==> src/rtl/otter_pkg.sv <==
// Shared definitions for the OTTER core: opcode encodings, funct3 constants
// and the control-unit state type.
package otter_pkg;

  typedef enum logic [6:0] {
    OpcLoad   = 7'b0000011,
    OpcStore  = 7'b0100011,
    OpcBranch = 7'b1100011,
    OpcJal    = 7'b1101111,
    OpcJalr   = 7'b1100111,
    OpcLui    = 7'b0110111,
    OpcAuipc  = 7'b0010111,
    OpcOp     = 7'b0110011,
    OpcOpImm  = 7'b0010011,
    OpcSystem = 7'b1110011
  } opcode_t;

  localparam logic [2:0] F3_CSRRW = 3'b001;
  localparam logic [2:0] F3_MRET  = 3'b000;

  typedef enum logic [2:0] {
    StInit,
    StFetch,
    StExec,
    StWb,
    StIntr
  } cu_state_t;

endpackage

==> src/rtl/otter_cu_fsm.sv <==
// Multicycle sequencing controller: steps each instruction through fetch,
// execute and optional writeback, takes interrupts at boundaries, counts retirements.
module otter_cu_fsm
  import otter_pkg::*;
#(
  parameter int unsigned CNT_W = 32
) (
  input  logic             CLK,
  input  logic             RST,
  input  logic             INTR,
  input  logic             MIE,
  input  logic [6:0]       CU_OPCODE,
  input  logic [2:0]       FUNC,
  output logic             PC_WRITE,
  output logic             REG_WRITE,
  output logic             MEM_RDEN1,
  output logic             MEM_RDEN2,
  output logic             MEM_WE2,
  output logic             CSR_WE,
  output logic             RST_OUT,
  output logic             INT_TAKEN,
  output logic             MRET_EXEC,
  output logic [CNT_W-1:0] INSTRET
);

  cu_state_t        state_q, state_d;
  logic             int_pend_q, int_pend_d;
  logic [CNT_W-1:0] instret_q, instret_d;
  logic             take_int;
  logic             retire;

  assign take_int = int_pend_q & MIE;

  always_comb begin
    state_d   = state_q;
    PC_WRITE  = 1'b0;
    REG_WRITE = 1'b0;
    MEM_RDEN1 = 1'b0;
    MEM_RDEN2 = 1'b0;
    MEM_WE2   = 1'b0;
    CSR_WE    = 1'b0;
    RST_OUT   = 1'b0;
    INT_TAKEN = 1'b0;
    MRET_EXEC = 1'b0;
    unique case (state_q)
      StInit: begin
        RST_OUT = 1'b1;
        state_d = StFetch;
      end
      StFetch: begin
        MEM_RDEN1 = 1'b1;
        state_d   = StExec;
      end
      StExec: begin
        case (CU_OPCODE)
          OpcLoad: MEM_RDEN2 = 1'b1;
          OpcStore: begin
            MEM_WE2  = 1'b1;
            PC_WRITE = 1'b1;
          end
          OpcBranch: PC_WRITE = 1'b1;
          OpcOp, OpcOpImm, OpcLui, OpcAuipc, OpcJal, OpcJalr: begin
            PC_WRITE  = 1'b1;
            REG_WRITE = 1'b1;
          end
          OpcSystem: begin
            PC_WRITE = 1'b1;
            if (FUNC == F3_CSRRW) begin
              CSR_WE    = 1'b1;
              REG_WRITE = 1'b1;
            end else if (FUNC == F3_MRET) begin
              MRET_EXEC = 1'b1;
            end
          end
          // Unknown opcodes retire as a nop so the PC keeps moving.
          default: PC_WRITE = 1'b1;
        endcase
        if (CU_OPCODE == OpcLoad) begin
          state_d = StWb;
        end else if (take_int) begin
          state_d = StIntr;
        end else begin
          state_d = StFetch;
        end
      end
      StWb: begin
        REG_WRITE = 1'b1;
        PC_WRITE  = 1'b1;
        state_d   = take_int ? StIntr : StFetch;
      end
      StIntr: begin
        INT_TAKEN = 1'b1;
        PC_WRITE  = 1'b1;
        state_d   = StFetch;
      end
      default: state_d = StInit;
    endcase
  end

  // Interrupt entry writes the PC too but is not a retired instruction.
  assign retire = PC_WRITE & ((state_q == StExec) | (state_q == StWb));

  always_comb begin
    int_pend_d = int_pend_q;
    if (state_q == StIntr) begin
      int_pend_d = 1'b0;
    end else if (INTR) begin
      int_pend_d = 1'b1;
    end
  end

  always_comb begin
    instret_d = instret_q;
    if (retire) begin
      instret_d = instret_q + {{(CNT_W-1){1'b0}}, 1'b1};
    end
  end

  always_ff @(posedge CLK or posedge RST) begin
    if (RST) begin
      state_q    <= StInit;
      int_pend_q <= 1'b0;
      instret_q  <= '0;
    end else begin
      state_q    <= state_d;
      int_pend_q <= int_pend_d;
      instret_q  <= instret_d;
    end
  end

  assign INSTRET = instret_q;

endmodule

==> config.mk <==
export PLATFORM = sky130hd
export DESIGN_NAME = otter_cu_fsm
export DESIGN_NICKNAME = d
export VERILOG_FILES = /design/src/rtl/otter_pkg.sv /design/src/rtl/otter_cu_fsm.sv
export SDC_FILE = /design/constraint.sdc
export NUM_CORES = 1
export LEC_CHECK = 0
export ABC_CLOCK_PERIOD_IN_PS = 2500
export CAP_MARGIN = 20
export CORE_MARGIN = 2
export CORE_UTILIZATION = 45
export DETAILED_ROUTE_END_ITERATION = 6
export PLACE_DENSITY = 0.88
export SLEW_MARGIN = 0
export SYNTH_ARGS = -nofsm -noshare
export SYNTH_HDL_FRONTEND = slang
export SYNTH_SLANG_ARGS = --single-unit
==> constraint.sdc <==
create_clock -name CLK -period 2.5 [get_ports CLK]
set_input_delay 0.375 -clock CLK [delete_from_list [all_inputs] [get_ports CLK]]
set_output_delay 0.375 -clock CLK [all_outputs]
set_load 0.05 [all_outputs]
# Word level (Yosys, flattened, before mapping)
# Index checks and enable logic that the tools add are counted.
[totals]
register_bits = 36
input_bits = 14
out_inout_bits = 41
word_cells = 50
[classes]
n_addsub = 1
n_eq_ne = 14
n_mux = 23
n_bitwise = 3
reduce_logical = 6
[ops]
columns = ["operator", "n"]
rows = [
  ["$add 32x1->32 const B", 1],
  ["$eq 7x6->1 const B", 3],
  ["$eq 7x7->1 const B", 3],
  ["$mux 1", 17],
  ["$eq 7x5->1 const B", 2],
  ["$pmux 3 s4", 1],
  ["$eq 7x2->1 const B", 1],
  ["$eq 3x1->1 const B", 2],
  ["$eq 3x2->1 const B", 2],
  ["$logic_not 3->1", 2],
  ["$mux 3", 2],
  ["$pmux 1 s2", 3],
  ["$reduce_or 6->1", 1],
  ["$reduce_or 2->1", 2],
  ["$eq 3x3->1 const B", 1],
  ["$and 1x1->1", 2],
  ["$reduce_bool 2->1", 1],
  ["$or 1x1->1", 1],
]

# Longest topological paths before layout
[depth]
ltp_word = 5
mapped_depth = 6
depth_no_buf = 6

# Least setup slack after synthesis
# OpenSTA, ideal clock, no wires.
[synth_path]
kind = "input to output"
from = "in CU_OPCODE[2]"
to = "out MEM_WE2"
arrival_ns = 2.609
t_required_ns = 2.125
path_slack_ns = -0.484
path_stages = 3
n_path_buf = 0
cell_sequence = "nand4bb_1 -> or3_1 -> nor4b_1"
[synth_via]
elab_chain_cells = 3
[synth_rtl]
columns = ["element", "line_no", "text"]
rows = [
  ["from (decl)", "otter_cu_fsm.sv:12", "input logic [6:0] CU_OPCODE,"],
  ["$eq 7x6->1", "otter_cu_fsm.sv:55", "case (CU_OPCODE)"],
  ["$mux 1", "otter_cu_fsm.sv:55", ""],
  ["$mux 1", "otter_cu_fsm.sv:45", "unique case (state_q)"],
  ["to (decl)", "otter_cu_fsm.sv:18", "output logic MEM_WE2,"],
]
# No other way between the ends.

# Worst setup path after layout
[layout_path]
from = "in CU_OPCODE[3]"
to = "out MEM_RDEN2"
[layout_via]
elab_chain_cells = 3
[layout_rtl]
columns = ["element", "line_no", "text"]
rows = [
  ["$eq 7x2->1", "otter_cu_fsm.sv:55", ""],
  ["$mux 1", "otter_cu_fsm.sv:55", ""],
  ["$mux 1", "otter_cu_fsm.sv:45", ""],
  ["to (decl)", "otter_cu_fsm.sv:17", "output logic MEM_RDEN2,"],
]
# No other way between the ends.

==> reports/results.tsv <==
metric	value	unit
Syn Nets	175	
hold buffers post-CTS	0	
total iterations of the first detailed-routing run	4	
critical path class	input port to output port	
Post-Synth XOR/XNOR Area	16.16	%
Yosys top cell area share	52.17	%
Final Hold Vio Count	0	
initial antenna violation count	0	
Setup WS post-layout	0.06232	ns
maximum clock rate	0.4102	GHz
Clock Latency Late Sink	0.28	ns
simple-gate share of the synthesized area	27.61	%
most used flip-flop cell after synthesis	dfrtp_1	
Yosys cell types	35	
drt drc	0	
pin count of the biggest net entering global routing	37	
die width	65.95	um
Routed Antenna Nets	0	
nets@finish	244	
WL per Instance	14.26	um
Data arrival, critical path	2.06	ns
FP Rows	22	
vias in the first global route	1341	
first-pass GRT wire length	6327	um
Post-Syn Instances	160	
synth cell count leaders	36 x dfrtp_1, 23 x xnor2_1, 16 x nand2_1, 16 x nand3_1, 12 x nor2_1	
share of async-settable or async-resettable flops after synthesis	100.0	%
Die Height	65.95	um
post-route minimum period	2.438	ns
most numerous cell in the Yosys netlist	dfrtp_1	
Clock Sinks	36	
outcome	finished, final reports clean	
Core ar.	3689	um^2
Overflow after GRT	0	
Synth Area in Adders	0.7246	%
die area	4349	um^2
#FFs+latches synth	36	
yosys warns	0	
number of synthesized flops with an enable pin	0	
number of endpoints failing setup at the final stage	0	
proportion of synthesized area in mux cells	0	%
# diodes	0	
# IOs	55	
crit share post-route	97.51	%
clk slew on worst S/H paths	0.07	ns
Layout area overhead	48.19	%
max_cap viols	0	
cell area after synthesis	1727	um^2
HPWL Detailed	2796	um
actual slew at the worst max-slew pin	0.5298	ns
Max VDD drop	0.8554	mV
max_slew headroom	64.57	%
top post-synthesis cells by area	dfrtp_1 52%, xnor2_1 12%, nand3_1 4.6%, xor2_1 3.6%, nand2_1 3.5%	
element type at the critical path start	input port	
final wirelength	3963	um
Compound-Gate Fraction of Synth Area	1.594	%
Root Buffer	clkbuf_8	
worst path required time	2.12	ns
Leakage	1.103	nW
sequential cell area	900.9	um^2
largest family of logic cells by synthesized area	simple AND/OR/NAND/NOR gates	
Worst Skew	0.005384	ns
GRT Total Usage	19.03	%
fillers	281	
CTS tree	built	
via count	1423	
clock tree buffer depth	2	
area of the multi-input gates	815.8	um^2
Initial Utilization	46.81	%
worst hold-check path type	flip-flop to flip-flop	
# port buffers	54	
share of layout cells above drive strength 1	16.52	%
Critical Path Fanout Max	3	
DR vias/cell	5.119	
critical path capture point type	output port	
Seq/Total Area, Yosys	52.17	%
pre-CTS setup slack	0.02703	ns
total chip power	1.968	mW
GPL Wtd Cong	0.8069	
# H-tree levels	2	
Synth area leader	dfrtp_1	
initial drt markers	80	
Mean Syn Cell Area	10.79	um^2
Power Density	769.2	nW/um^2
max-slew violations	0	
TritonCTS Buffers	5	
## cells in the final DEF (no fill, tap or decap), types with 3 or more instances in the layout
cell,count
nand4_1,4
nand2_1,16
clkbuf_8,5
xor2_1,7
nor3_1,4
nand3_1,16
clkdlybuf4s50_1,48
and4_1,4
nor3_2,3
nor2_1,12
and3_1,4
inv_1,3
buf_4,10
xnor2_1,23
dfrtp_1,36
buf_12,5
## critical path, stage by stage
cell and delay (ns):
clkdlybuf4s50_1 0.43, nand4bb_1 0.22, or3_4 0.38, or4_4 0.45, inv_2 0.09, buf_12 0.13
## cell type report
| type | count | share of cell area, % |
|---|---|---|
| sequential | 36 | 35.21 |
| clock buffer | 6 | 2.836 |
| clock inverter | 2 | 1.369 |
| timing repair buffer | 63 | 25.62 |
| multi-input combinational | 118 | 31.88 |
| inverter | 5 | 0.7335 |
| tap | 48 | 2.347 |
## final timing paths
check	from	endpoint	slack [ns]	cells past startpoint
min in group asynchronous	RST	INSTRET[0]	0.49	3
min reg2reg	INSTRET[31]	INSTRET[31]	0.47	1
max reg2reg	INSTRET[0]	INSTRET[16]	0.55	6
min	INSTRET[31]	INSTRET[31]	0.47	1
max	CU_OPCODE[3]	MEM_RDEN2	0.06	6
max in group asynchronous	RST	INSTRET[5]	1.70	3
## power breakdown
| part | internal, mW | total (mW) | switching, mW |
|---|---|---|---|
| logic | 0.262 | 0.724 | 0.462 |
| registers | 0.652 | 0.749 | 0.0972 |
| clock network | 0.296 | 0.495 | 0.199 |
## metrics by stage
step           hold WS, ns  utilization [%]  instances  cell area (um^2)  TNS [ns]
2_1_floorplan       0.4639                -        160              1733         0
3_3_place_gp        0.4603            65.88        269              2430         0
5_1_grt             0.5114            69.37        278              2559  -0.01952
6_report            0.4747            69.37        278              2559         0
3_5_place_dp        0.4792            65.88        269              2430         0
4_1_cts             0.4886            68.79        277              2537         0
## metal layers
metal  global-route usage [%]  vias up  part of all wire [%]
met4                    6.633        0                   1.1
met5                        0        -                     0
li1                         -      692                     -
met3                    4.429        4                   4.0
met2                    30.93       41                    50
met1                    24.97      686                    45
## registers in the layout (all words and copies together) (netlist names)
register / count
state_q: 3
int_pend_q: 1
INSTRET: 32
## what timing repair did
action,4_1_cts,5_1_grt
hold endpoints to repair,0,0
gates resized for setup,0,4
endpoints found under the setup margin,0,3
buffers inserted,0,1
## cell families (layout without fill, tap and decap cells)
family                   after synthesis  in the layout
XOR/XNOR                              31             31
adder cells (fa/ha/maj)                1              1
flip-flops                            36             36
buffers and inverters                  6             76
AND/OR/NAND/NOR                       82             82
AO/OA/AOI/OAI                          4              4
Note: power is estimated with default switching activity, not from simulation.
